`config.mk`:
```
export PLATFORM = sky130hd
export DESIGN_NAME = store_buffer
export DESIGN_NICKNAME = d
export VERILOG_FILES = /design/src/rtl/store_buffer_pkg.sv /design/src/rtl/sb_forward_match.sv /design/src/rtl/store_buffer.sv
export SDC_FILE = /design/constraint.sdc
export NUM_CORES = 1
export LEC_CHECK = 0
export BUFFER_PORTS_ARGS = -buffer_cell sky130_fd_sc_hd__buf_2
export CAP_MARGIN = 0
export CORE_MARGIN = 3
export CORE_UTILIZATION = 52
export DETAILED_ROUTE_END_ITERATION = 8
export PLACE_DENSITY = 0.78
export SYNTH_ARGS = -nofsm -noshare
export SYNTH_HDL_FRONTEND = slang
export SYNTH_SLANG_ARGS = --single-unit
```
`constraint.sdc`:
```
create_clock -name clock -period 4.77 [get_ports clock]
set_input_delay 0.2385 -clock clock [delete_from_list [all_inputs] [get_ports clock]]
set_output_delay 0.2385 -clock clock [all_outputs]
set_load 0.02 [all_outputs]
```
`src/rtl/store_buffer_pkg.sv`:
```
// ============================================================================
// Module      : store_buffer_pkg
// Description : Shared types and helpers for the posted-write store buffer.
//               Defines the buffered-entry layout, the drain FSM state
//               encoding and a modulo pointer-increment helper.
// Revision    : 1.0 - initial release
// ============================================================================
`default_nettype none

package store_buffer_pkg;

   // Entry field widths. The store_buffer ADDR_W/DATA_W parameters default
   // to these, and the entry layout below is built from them.
   localparam int SB_ADDR_W = 32;
   localparam int SB_DATA_W = 32;

   // One buffered store: word address (byte bits [1:0] dropped) plus data.
   typedef struct packed {
      logic                 valid;
      logic [SB_ADDR_W-3:0] waddr;
      logic [SB_DATA_W-1:0] data;
   } sb_entry_t;

   typedef enum logic [1:0] {
      SB_IDLE  = 2'd0,
      SB_DRAIN = 2'd1,
      SB_DONE  = 2'd2
   } sb_state_t;

   // Circular pointer increment; callers cast to their pointer width.
   function automatic logic [31:0] wrap_inc(input logic [31:0] ptr,
                                            input logic [31:0] depth);
      return (ptr == depth - 32'd1) ? 32'd0 : ptr + 32'd1;
   endfunction

endpackage

`default_nettype wire

```
`src/rtl/sb_forward_match.sv`:
```
// ============================================================================
// Module      : sb_forward_match
// Description : Combinational age-ordered search of the store buffer for a
//               load word address. Walks from the oldest entry (head) to the
//               youngest (head+count-1); later matches override earlier ones
//               so the youngest matching store wins.
// Ports       : entries  - buffer entry array
//               head     - index of the oldest entry
//               count    - number of occupied entries
//               ld_waddr - load word address
//               hit      - at least one occupied entry matches
//               data     - data of the youngest matching entry, else 0
// Revision    : 1.0 - initial release
// ============================================================================
`default_nettype none

module sb_forward_match
   import store_buffer_pkg::*;
#(
   parameter int DEPTH = 4,
   parameter int PTR_W = $clog2(DEPTH),
   parameter int CNT_W = $clog2(DEPTH) + 1
) (
   input  sb_entry_t              entries [DEPTH],
   input  logic [PTR_W-1:0]       head,
   input  logic [CNT_W-1:0]       count,
   input  logic [SB_ADDR_W-3:0]   ld_waddr,
   output logic                   hit,
   output logic [SB_DATA_W-1:0]   data
);

   logic [PTR_W-1:0] idx;

   always_comb begin
      hit  = 1'b0;
      data = '0;
      idx  = '0;
      for (int k = 0; k < DEPTH; k++) begin
         // Pointer arithmetic wraps naturally because DEPTH is a power of two.
         idx = head + PTR_W'(k);
         if ((CNT_W'(k) < count) && entries[idx].valid &&
             (entries[idx].waddr == ld_waddr)) begin
            hit  = 1'b1;
            data = entries[idx].data;
         end
      end
   end

endmodule

`default_nettype wire

```
`src/rtl/store_buffer.sv`:
```
// ============================================================================
// Module      : store_buffer
// Description : Posted-write buffer between the MEM stage and data memory.
//               SW instructions are accepted into a circular FIFO in one
//               cycle and drained to memory over a valid/ready write port.
//               LW lookups are forwarded from the youngest matching buffered
//               store. A drain/fence handshake empties the buffer on request.
// Ports       : clock, reset          - clock, async active-low reset
//               st_valid/addr/data    - store request from MEM
//               st_ready              - store accepted this cycle
//               ld_valid/addr         - load lookup from MEM
//               ld_hit/ld_data        - forwarding result
//               mem_wr_valid/addr/data, mem_wr_ready - memory write port
//               drain_req, drain_done - fence handshake
//               empty, count          - occupancy status
// Revision    : 1.0 - initial release
// ============================================================================
`default_nettype none

module store_buffer
   import store_buffer_pkg::*;
#(
   parameter int DEPTH  = 4,
   parameter int ADDR_W = SB_ADDR_W,
   parameter int DATA_W = SB_DATA_W
) (
   input  logic                       clock,
   input  logic                       reset,
   input  logic                       st_valid,
   input  logic [ADDR_W-1:0]          st_addr,
   input  logic [DATA_W-1:0]          st_data,
   output logic                       st_ready,
   input  logic                       ld_valid,
   input  logic [ADDR_W-1:0]          ld_addr,
   output logic                       ld_hit,
   output logic [DATA_W-1:0]          ld_data,
   output logic                       mem_wr_valid,
   output logic [ADDR_W-1:0]          mem_wr_addr,
   output logic [DATA_W-1:0]          mem_wr_data,
   input  logic                       mem_wr_ready,
   input  logic                       drain_req,
   output logic                       drain_done,
   output logic                       empty,
   output logic [$clog2(DEPTH):0]     count
);

   localparam int PTR_W = $clog2(DEPTH);
   localparam int CNT_W = $clog2(DEPTH) + 1;

   sb_entry_t        entries [DEPTH];
   logic [PTR_W-1:0] head;
   logic [PTR_W-1:0] tail;
   logic [CNT_W-1:0] occupancy;
   logic [CNT_W-1:0] occupancy_next;
   sb_state_t        state;
   logic             drain_done_q;

   logic             push;
   logic             pop;
   logic             fwd_hit;
   logic [DATA_W-1:0] fwd_data;

   // Byte-offset bits are ignored for word-only accesses.
   logic unused_byte_bits;
   assign unused_byte_bits = ^{st_addr[1:0], ld_addr[1:0]};

   // ------------------------------------------------------------------------
   // Handshakes and status
   // ------------------------------------------------------------------------
   // st_ready depends only on registered state, so a pop in the same cycle
   // never makes room for a push into a full buffer.
   assign st_ready     = (occupancy < CNT_W'(DEPTH)) && (state == SB_IDLE);
   assign mem_wr_valid = (occupancy != '0);
   assign empty        = (occupancy == '0);
   assign count        = occupancy;
   assign push         = st_valid && st_ready;
   assign pop          = mem_wr_valid && mem_wr_ready;

   assign mem_wr_addr  = mem_wr_valid ? {entries[head].waddr, 2'b00} : '0;
   assign mem_wr_data  = mem_wr_valid ? entries[head].data : '0;

   always_comb begin
      occupancy_next = occupancy;
      case ({push, pop})
         2'b10:   occupancy_next = occupancy + CNT_W'(1);
         2'b01:   occupancy_next = occupancy - CNT_W'(1);
         default: occupancy_next = occupancy;
      endcase
   end

   // ------------------------------------------------------------------------
   // FIFO storage and pointers
   // ------------------------------------------------------------------------
   always_ff @(posedge clock or negedge reset) begin
      if (!reset) begin
         head      <= '0;
         tail      <= '0;
         occupancy <= '0;
         for (int i = 0; i < DEPTH; i++) begin
            entries[i] <= '0;
         end
      end else begin
         // Push and pop never target the same slot: a pop needs a non-empty
         // buffer and a push a non-full one, so head==tail cannot hold for both.
         if (pop) begin
            entries[head].valid <= 1'b0;
            head <= PTR_W'(wrap_inc(32'(head), 32'(DEPTH)));
         end
         if (push) begin
            entries[tail].valid <= 1'b1;
            entries[tail].waddr <= st_addr[ADDR_W-1:2];
            entries[tail].data  <= st_data;
            tail <= PTR_W'(wrap_inc(32'(tail), 32'(DEPTH)));
         end
         occupancy <= occupancy_next;
      end
   end

   // ------------------------------------------------------------------------
   // Drain FSM
   // ------------------------------------------------------------------------
   // Transitions look at next-cycle occupancy so drain_done is raised in the
   // cycle right after the final pop (or right after the request if nothing
   // is buffered and no store enters alongside the request).
   always_ff @(posedge clock or negedge reset) begin
      if (!reset) begin
         state        <= SB_IDLE;
         drain_done_q <= 1'b0;
      end else begin
         case (state)
            SB_IDLE: begin
               drain_done_q <= 1'b0;
               if (drain_req) begin
                  if (occupancy_next == '0) begin
                     state        <= SB_DONE;
                     drain_done_q <= 1'b1;
                  end else begin
                     state <= SB_DRAIN;
                  end
               end
            end
            SB_DRAIN: begin
               if (occupancy_next == '0) begin
                  state        <= SB_DONE;
                  drain_done_q <= 1'b1;
               end
            end
            SB_DONE: begin
               state        <= SB_IDLE;
               drain_done_q <= 1'b0;
            end
            default: begin
               state        <= SB_IDLE;
               drain_done_q <= 1'b0;
            end
         endcase
      end
   end

   assign drain_done = drain_done_q;

   // ------------------------------------------------------------------------
   // Load forwarding
   // ------------------------------------------------------------------------
   sb_forward_match #(
      .DEPTH (DEPTH),
      .PTR_W (PTR_W),
      .CNT_W (CNT_W)
   ) u_forward (
      .entries  (entries),
      .head     (head),
      .count    (occupancy),
      .ld_waddr (ld_addr[ADDR_W-1:2]),
      .hit      (fwd_hit),
      .data     (fwd_data)
   );

   assign ld_hit  = ld_valid && fwd_hit;
   assign ld_data = ld_hit ? fwd_data : '0;

endmodule

`default_nettype wire

```
; ---- After elaboration in Yosys (flattened, before gate mapping)
; Cells that the tools add are included.
[word_totals]
input_bits = 102
n_memories = 0
latch_bits = 0
output_inout_bits = 104
ff_bits = 262
ramBits = 0
wordCells = 119
rom_bits = 0
[classes]
shifts = 0
multipliers = 0
bitwise = 5
n_eq_ne = 11
add_sub_neg = 7
n_reduce_logical = 19
n_mux = 48
div = 0
order_cmp = 12
[op_table]
columns = op, n
row1 = 252-bit bitwise mux, 4
row2 = 63-bit two-way mux, 10
row3 = 63-bit binary-select mux with 2-bit select, 4
row4 = 63-bit demux with 2-bit select, 4
row5 = 252-bit two-way mux, 2
row6 = 32-bit two-way mux, 8
row7 = 30-bit == test, 4
row8 = 62-bit two-way mux, 1
row9 = "3-bit >= comparator, second input constant", 5
row10 = 2-bit inverter with 3-bit output, 5
row11 = 1-bit logical AND, 14
row12 = 2-bit two-way mux, 5
row13 = 1-bit two-way mux, 7
row14 = "2-bit by 1-bit adder with 2-bit output, second input constant", 3
row15 = "2-bit == test, second input constant", 3
row16 = 3-bit logical NOT, 2
row17 = "1-bit by 3-bit less-than comparator with 1-bit output, first input constant", 2
row18 = "2-bit by 3-bit less-than comparator with 1-bit output, first input constant", 2
row19 = "3-bit by 1-bit less-than comparator with 1-bit output, second input constant", 2
row20 = 3-bit case mux with 2 select lines, 1
row21 = "2-bit adder, second input constant", 2
row22 = "2-bit by 1-bit == test with 1-bit output, second input constant", 2
row23 = "2-bit != test, second input constant", 2
row24 = 2-bit case mux with 2 select lines, 1
row25 = other kinds (7), 7

; ---- Depth between registers and ports, before layout
; Gate-level depths: netlist of the first run.
[logic_depth]
ltp_word = 12
mapped_depth = 20
mapped_depth_nobuf = 9

; ---- Cells and area by module
; Synthesis of the first run repeated with hierarchy kept, for this count alone.
[hier_totals]
cells_unflattened = 1543
hier_area_um2 = 21550.7
[by_module_without_submodules]
columns = module, instances, area_per_inst_um2, cells_per_inst
row1 = store_buffer, 1, 13329.0, 785
row2 = sb_forward_match, 1, 8221.6, 758

; ---- Least setup slack after synthesis of the first run
; OpenSTA, ideal clock, no wires.
[synth_timing]
path_kind = register to output
startpoint = register head[1]
endpoint = output port ld_data[10]
required_ns = 4.532
path_slack_ns = -0.557
path_buffers = 11
path_stages_with_launch = 21
arrival_ns = 5.088
cell_sequence = dfrtp_1 -> buf_2 -> buf_2 -> buf_1 -> buf_1 -> clkbuf_1 -> inv_1 -> ha_1 -> buf_4 -> buf_4 -> buf_4 -> buf_4 -> mux2i_1 -> nor2_1 -> o32a_1 -> nor4_1 -> and4_1 -> buf_2 -> clkbuf_1 -> a21oi_1 -> a311oi_1
[synth_between]
elab_chain_len = 12
elab_cells_between_ends = 41
cone_classes = add/sub: 3 / eq/ne: 4 / mux: 21 / bitwise: 4 / reduce/logical: 9
[synth_lines]
columns = element, line_no
row1 = from (decl), store_buffer.sv:51  ; logic [PTR_W-1:0] head;
row2 = from (signal assigned), store_buffer.sv:107  ; head <= PTR_W'(wrap_inc(32'(head), 32'(DEPTH)));
row3 = 2-bit by 1-bit adder with 2-bit output or 2-bit inverter with 3-bit output (tied branches), -
row4 = 2-bit inverter with 3-bit output (implied by the code) or 63-bit binary-select mux with 2-bit select (tied branches), "sb_forward_match.sv:41, sb_forward_match.sv:42, sb_forward_match.sv:44"
row5 = 63-bit binary-select mux with 2-bit select or 63-bit two-way mux (tied branches), "sb_forward_match.sv:41, sb_forward_match.sv:42, sb_forward_match.sv:44"
row6 = 63-bit two-way mux (on tied branches), "sb_forward_match.sv:42, sb_forward_match.sv:41"
row7 = 63-bit two-way mux (implied by the code) (tied with other cells), sb_forward_match.sv:42  ; (entries[idx].waddr == ld_waddr)) begin
row8 = 30-bit == test or 1-bit logical AND (tied branches), "sb_forward_match.sv:42, sb_forward_match.sv:41"
row9 = 1-bit logical AND or 1-bit two-way mux (tied branches), sb_forward_match.sv:41  ; if ((CNT_W'(k) < count) && entries[idx].valid &&
row10 = 1-bit two-way mux (3 in a row), sb_forward_match.sv:41
row11 = 1-bit logical AND, store_buffer.sv:178  ; assign ld_hit = ld_valid && fwd_hit;
row12 = 32-bit two-way mux (*), store_buffer.sv:179  ; assign ld_data = ld_hit ? fwd_data : '0;
row13 = to (decl), store_buffer.sv:36  ; output logic [DATA_W-1:0] ld_data,
; Every way passes the cells marked *; elsewhere a longest branch is shown, timed or not. The select of a mux whose other input is x is not followed.

; ---- Worst setup path after layout of the first run
[layout_timing]
startpoint = register head[1]
endpoint = output port ld_data[4]
; The elaborated chain is that of the path after synthesis.

==> results of run 1 <==
## how the worst min path moves through the flow
stage / from / endpoint / slack, ns / cells after the start
floorplan: reset / count[0] / -0.06 / 0
global placement: reset / drain_done / 0.31 / 1
detailed placement: reset / drain_done / 0.32 / 1
CTS: mem_wr_ready / count[2] / 0.04 / 3
global route: mem_wr_ready / count[2] / 0.05 / 3
finish: mem_wr_ready / count[2] / 0.06 / 3
## kinds of logic (layout without fill, tap and decap cells)
| logic type | after synthesis | after routing | synth area share, % |
|---|---|---|---|
| AOI/OAI and AO/OA | 130 | 130 | 4.55 |
| xor gates and xnor gates | 115 | 115 | 5.25 |
| adders and majority gates | 13 | 13 | 0.821 |
| buffers and inverters | 161 | 378 | 4.36 |
| DFF | 262 | 262 | 34.1 |
| muxes | 516 | 516 | 44.4 |
| other | 1 | 9 | 0.0195 |
| and+or+nand+nor | 220 | 220 | 6.42 |
## area by class of cell
cell class              count  area share (%)
diodes                      7          0.0772
well taps                 461            2.54
multi-input cells         996            53.5
inverters                  12           0.199
repair buffers            308            9.68
clock inverters            19            1.27
clock buffers              39            3.77
flip-flops and latches    262            28.9
## flip-flops by register name, indices dropped and copies added, names as in the netlist
signal and flops:
entries 252, count 3, head 2, state 2, tail 2, drain_done 1
## cells in the final DEF, fill, tap and decap left out, drive strengths merged, types with 39 or more instances in the layout
cell type / instances
o21ai: 39
mux4: 242
dfrtp: 262
buf: 241
xnor2: 107
and2: 64
nand3: 67
mux2: 250
clkbuf: 41
dlygate4sd3: 64
## critical path, cell delays in order (launching register included)
cell and delay [ns]:
dfrtp_4 0.49, inv_1 0.11, ha_4 0.34, buf_12 0.14, mux4_2 0.51, xor2_1 0.21, or4_1 0.49, nor3_1 0.25
and4_4 0.30, buf_12 0.24, a311oi_1 0.13, a211oi_1 0.35, buf_2 0.25
## power groups by stage
stage | Clock (mW) | Combinational, mW | Sequential, mW
2_1_floorplan | 0 | 8.84 | 4.19
3_3_place_gp | 0 | 10.7 | 4.48
3_5_place_dp | 0 | 10.9 | 4.64
4_1_cts | 2.68 | 11.1 | 4.63
5_1_grt | 2.78 | 12.0 | 4.87
6_report | 2.64 | 11.3 | 4.70
## per-layer routing
layer,GRT usage (%),share of wire [%]
met4,9.38,3.1
met5,0,0.095
met2,45.1,49
met3,6.41,9.9
met1,36.7,38
## what timing repair did
item / in CTS / in global routing
endpoints found under the hold margin: 341 / 0
resized for setup: 17 / 5
hold buffers: 64 / 0
cloned: 2 / 2
buffers inserted: 3 / 3
pin swaps: 2 / 1
endpoints found under the setup margin: 33 / 33
==> results_dict.tcl, run 1 <==
set metrics [dict create \
    synth.distinct_cells 56 \
    worst_skew_pair.late_latency_ns 0.58 \
    clk_pin_slew_ns 0.06 \
    crit_fanout 32 \
    status "completed" \
    worstPathRequired_ns 4.53 \
    yosysMostFrequentCell "dfrtp_1" \
    seqPwrFrac_pct 25.2 \
    grt_start_max_net_pins 129 \
    p_total_mw 18.7 \
    antenna_found_initial 10 \
    nets 1724 \
    multiInputGateArea_um2 12100 \
    hold_class "primary input to flop" \
    grt_pass1_wl_mm 84.5 \
    start_util_pct 53.3 \
    setup_viol 0 \
    synth_area_um2 19200 \
    grt_overflow 0 \
    reg2reg_from "count[1]" \
    gp_congestion 0.928 \
    place_worst_setup_slack_ns 0.250 \
    reg2reg_setup_slack_ns 1.87 \
    reg2reg_to "drain_done" \
    synthTopCellsByArea "dfrtp_1 (34%), mux4_2 (27%), mux2_2 (15%)" \
    dr_total_vias 14468 \
    final_max_slew_viol_count 0 \
    fmax_mhz 215 \
    die_h_um 198 \
    drtIter0Drc 1184 \
    fin_tns_setup_ns 0 \
    htreeDepth 1 \
    p_int_mw 11.1 \
    netlist.area_leader.share_pct 34.1 \
    layoutNonFillerInstCount 2104 \
    grt_use_total_pct 27.6 \
    rows 69 \
    p_sw_mw 7.53 \
    p_leak_nw 9.06 \
    ir_drop_mv 0.516 \
    syn_area_per_cell_um2 13.5 \
    antenna_left 0 \
    fin_area_um2 22700 \
    first_pass_iters 6 \
    syn_to_final_growth_pct 18.2 \
    p_clk_share_pct 14.2 \
    setup.worst_path.start "head[1]" \
    ys.flop_type "dfrtp_1" \
    combPwrFrac_pct 60.7 \
    tritoncts "yes" \
    switching_share_pct 40.3 \
    yosysSeqAreaShare_pct 34.1 \
    arrival_ns 4.40 \
    hpwl_mm 34.1 \
    syn_inst 1418 \
    drcViolationCount 0 \
    synth_edf_count 0 \
    ys_ff_latch 262 \
    fillers 2589 \
    yosys.area.top_type "dfrtp_1" \
    avgViaCountPerCell 6.88 \
    die_w_um 198 \
    worstMarginPinSlew_ns 0.997 \
    crit_end "ld_data[4]" \
    seq_area_um2 6560 \
    fin_skew_ns 0.0198 \
    die-area_um2 39300 \
    root_buffer "clkbuf_16" \
    drive_gt1_share_pct 51.1 \
    worstSetupStartpointType "flop" \
    p_per_area_nw_per_um2 823 \
    yosys_warnings 0 \
    timing.hold.ws_ns 0.0590 \
    max_cap_violations 0 \
    numCtsBuffers 31 \
    rsz0062_at_grt "false" \
    placed_cell_area_um2 20600 \
    core_region_area_um2 36000 \
    crit_path_end_kind "output pin" \
    post-route-period-util_pct 97.3 \
    async_flop_share_pct 100 \
    cts_max_path_buffers 3 \
    relSlewSlack_pct 33.5 \
    period_needed_ns 4.64 \
    r2r_cells 9 \
    critical_path_class "flop to output pin" \
    setup_ws_ns 0.129 \
    dp.cells 1965 \
    fin_util_pct 63.0 \
    cts_sinks 262 \
    io_buffers 199 \
    finalHoldViolCount 0 \
    ys_top_cells_by_count "dfrtp_1 (262), mux2_2 (250), mux4_2 (234)" \
    grt_pass1_vias 14582 \
    finalWirelength_mm 54.8 \
    wl_per_cell_um 26.1 \
    ios 206 \
]
Power figures use the tool's default switching activity.
==> run 2, diff against run 1 <==
Settings changed: PLACE_DENSITY 0.78 to 0.75.
Clock period 4.77 ns to 5.6 ns, I/O delays scaled along.
==> results_dict.tcl, run 2 (same netlist as run 1, synthesis figures left out) <==
set metrics [dict create \
    drtIter0Drc 1292 \
    seq_area_um2 6560 \
    syn_to_final_growth_pct 14.6 \
    gp_congestion 0.914 \
    rows 69 \
    grt_pass1_vias 14287 \
    htreeDepth 1 \
    worstPathRequired_ns 5.32 \
    fillers 2726 \
    worstMarginPinSlew_ns 1.13 \
    fin_skew_ns 0.0226 \
    regMostFlops "entries" \
    p_leak_nw 8.82 \
    start_util_pct 53.3 \
    setup_viol 0 \
    period_needed_ns 5.28 \
    hold_class "primary input to flop" \
    setup_ws_ns 0.325 \
    crit_fanout 32 \
    cts_max_path_buffers 3 \
    first_pass_iters 5 \
    relSlewSlack_pct 24.6 \
    ios 206 \
    worstSetupStartpointType "flop" \
    place_worst_setup_slack_ns 0.976 \
    die_w_um 198 \
    root_buffer "clkbuf_16" \
    post_cts_resized 0 \
    dr_total_vias 14032 \
    max_cap_violations 0 \
    fin_tns_setup_ns 0 \
    status "completed" \
    largest_reg_flops 252 \
    drive_gt1_share_pct 48.4 \
    grt_start_max_net_pins 184 \
    finalHoldViolCount 0 \
    clk_pin_slew_ns 0.06 \
    tritoncts "yes" \
    final_max_slew_viol_count 0 \
    crit_path_end_kind "output pin" \
    avgViaCountPerCell 6.77 \
    final_cell_mix "dfrtp_1 (260), mux2_2 (250), mux4_2 (234)" \
    finalWirelength_mm 53.0 \
    layout_commonest_cell "dfrtp_1" \
    critical_path_class "flop to output pin" \
    die-area_um2 39300 \
    arrival_ns 5.00 \
    post-route-period-util_pct 94.2 \
    antenna_found_initial 8 \
    wl_per_cell_um 25.5 \
    cts_sinks 262 \
    nets 1701 \
    drcViolationCount 0 \
    antenna_left 0 \
    io_buffers 199 \
    ir_drop_mv 0.555 \
    numCtsBuffers 31 \
    worst_skew_pair.late_latency_ns 0.57 \
    core_region_area_um2 36000 \
    grt_use_total_pct 26.8 \
    fmax_mhz 190 \
    multiInputGateArea_um2 11900 \
    grt_overflow 0 \
    hpwl_mm 33.6 \
    rsz0062_at_grt "false" \
    p_per_area_nw_per_um2 704 \
    die_h_um 198 \
    grt_pass1_wl_mm 82.7 \
]
[run 2: cell count changes in the layout (fill, tap and decap cells not counted), sizes merged]
cell / change
buf: -12
dlygate4sd3: -8
diode: -4
bufinv: -2
clkinvlp: -2
bufbuf: -1
clkbuf: +1
clkinv: -1
inv: -1
[run 2: path summary, 6_finish.rpt]
path,startpoint,to,slack [ns],depth (start not counted)
max in group asynchronous,reset,entries[7],3.87,3
max,head[0],ld_data[0],0.32,12
max reg2reg,count[1],drain_done,2.41,10
min,st_data[7],entries[70],0.02,2
min in group asynchronous,reset,drain_done,0.29,2
min reg2reg,state[1],drain_done,0.50,1
[run 2: worst max-delay path: stages, from the launching register on]
cell      delay [ns]
dfrtp_4         0.46
inv_1           0.09
ha_4            0.63
buf_12          0.22
mux4_2          0.51
xnor2_1         0.21
nand4_1         0.15
nor4_1          0.45
and4_1          0.33
buf_4           0.47
nand3_1         0.17
a311oi_1        0.44
buf_2           0.24
[run 2: metal layers]
metal | share of wire [%] | track usage (%) | wire length (µm)
met1 | 39 | 35.5 | 20700
met2 | 49 | 45.1 | 26200
met3 | 8.2 | 5.75 | 4360
met4 | 3.2 | 8.02 | 1680
met5 | 0.15 | 0 | 80
[run 2: through the flow]
| stage | instance area, µm² | util, % | instances | power [mW] | hold WS [ns] |
|---|---|---|---|---|---|
| 2_1_floorplan | 19200 | - | 1419 | 11.1 | -0.0156 |
| 6_report | 22000 | 61.1 | 2074 | 15.5 | 0.0192 |
| 3_5_place_dp | 20400 | 56.5 | 1960 | 13.2 | 0.308 |
| 3_3_place_gp | 20400 | 56.5 | 1960 | 13.0 | 0.297 |
| 5_1_grt | 22000 | 61.1 | 2073 | 16.4 | 0.0153 |
| 4_1_cts | 22000 | 61.1 | 2071 | 15.5 | 0.00148 |
[run 2: report_power, final]
group	internal, mW	switching [mW]	total, mW	leakage, nW
sequential	2.83	1.14	3.98	3.23
clock	1.33	0.817	2.14	0.536
combinational	5.13	4.24	9.37	5.06
total	9.29	6.20	15.5	8.82
[run 2: cell type report]
| class | count | area share [%] |
|---|---|---|
| Multi-Input combinational cell | 996 | 54.0 |
| Sequential cell | 262 | 29.8 |
| Timing Repair Buffer | 285 | 8.43 |
| Inverter | 12 | 0.205 |
| Clock inverter | 13 | 0.893 |
| Clock buffer | 42 | 4.03 |
| Antenna cell | 3 | 0.0341 |
| Tap cell | 461 | 2.62 |
[run 2: repair_timing]
item	CTS	global route
endpoints found under the hold margin	286	0
hold buffers	56	0
buffers inserted	0	0
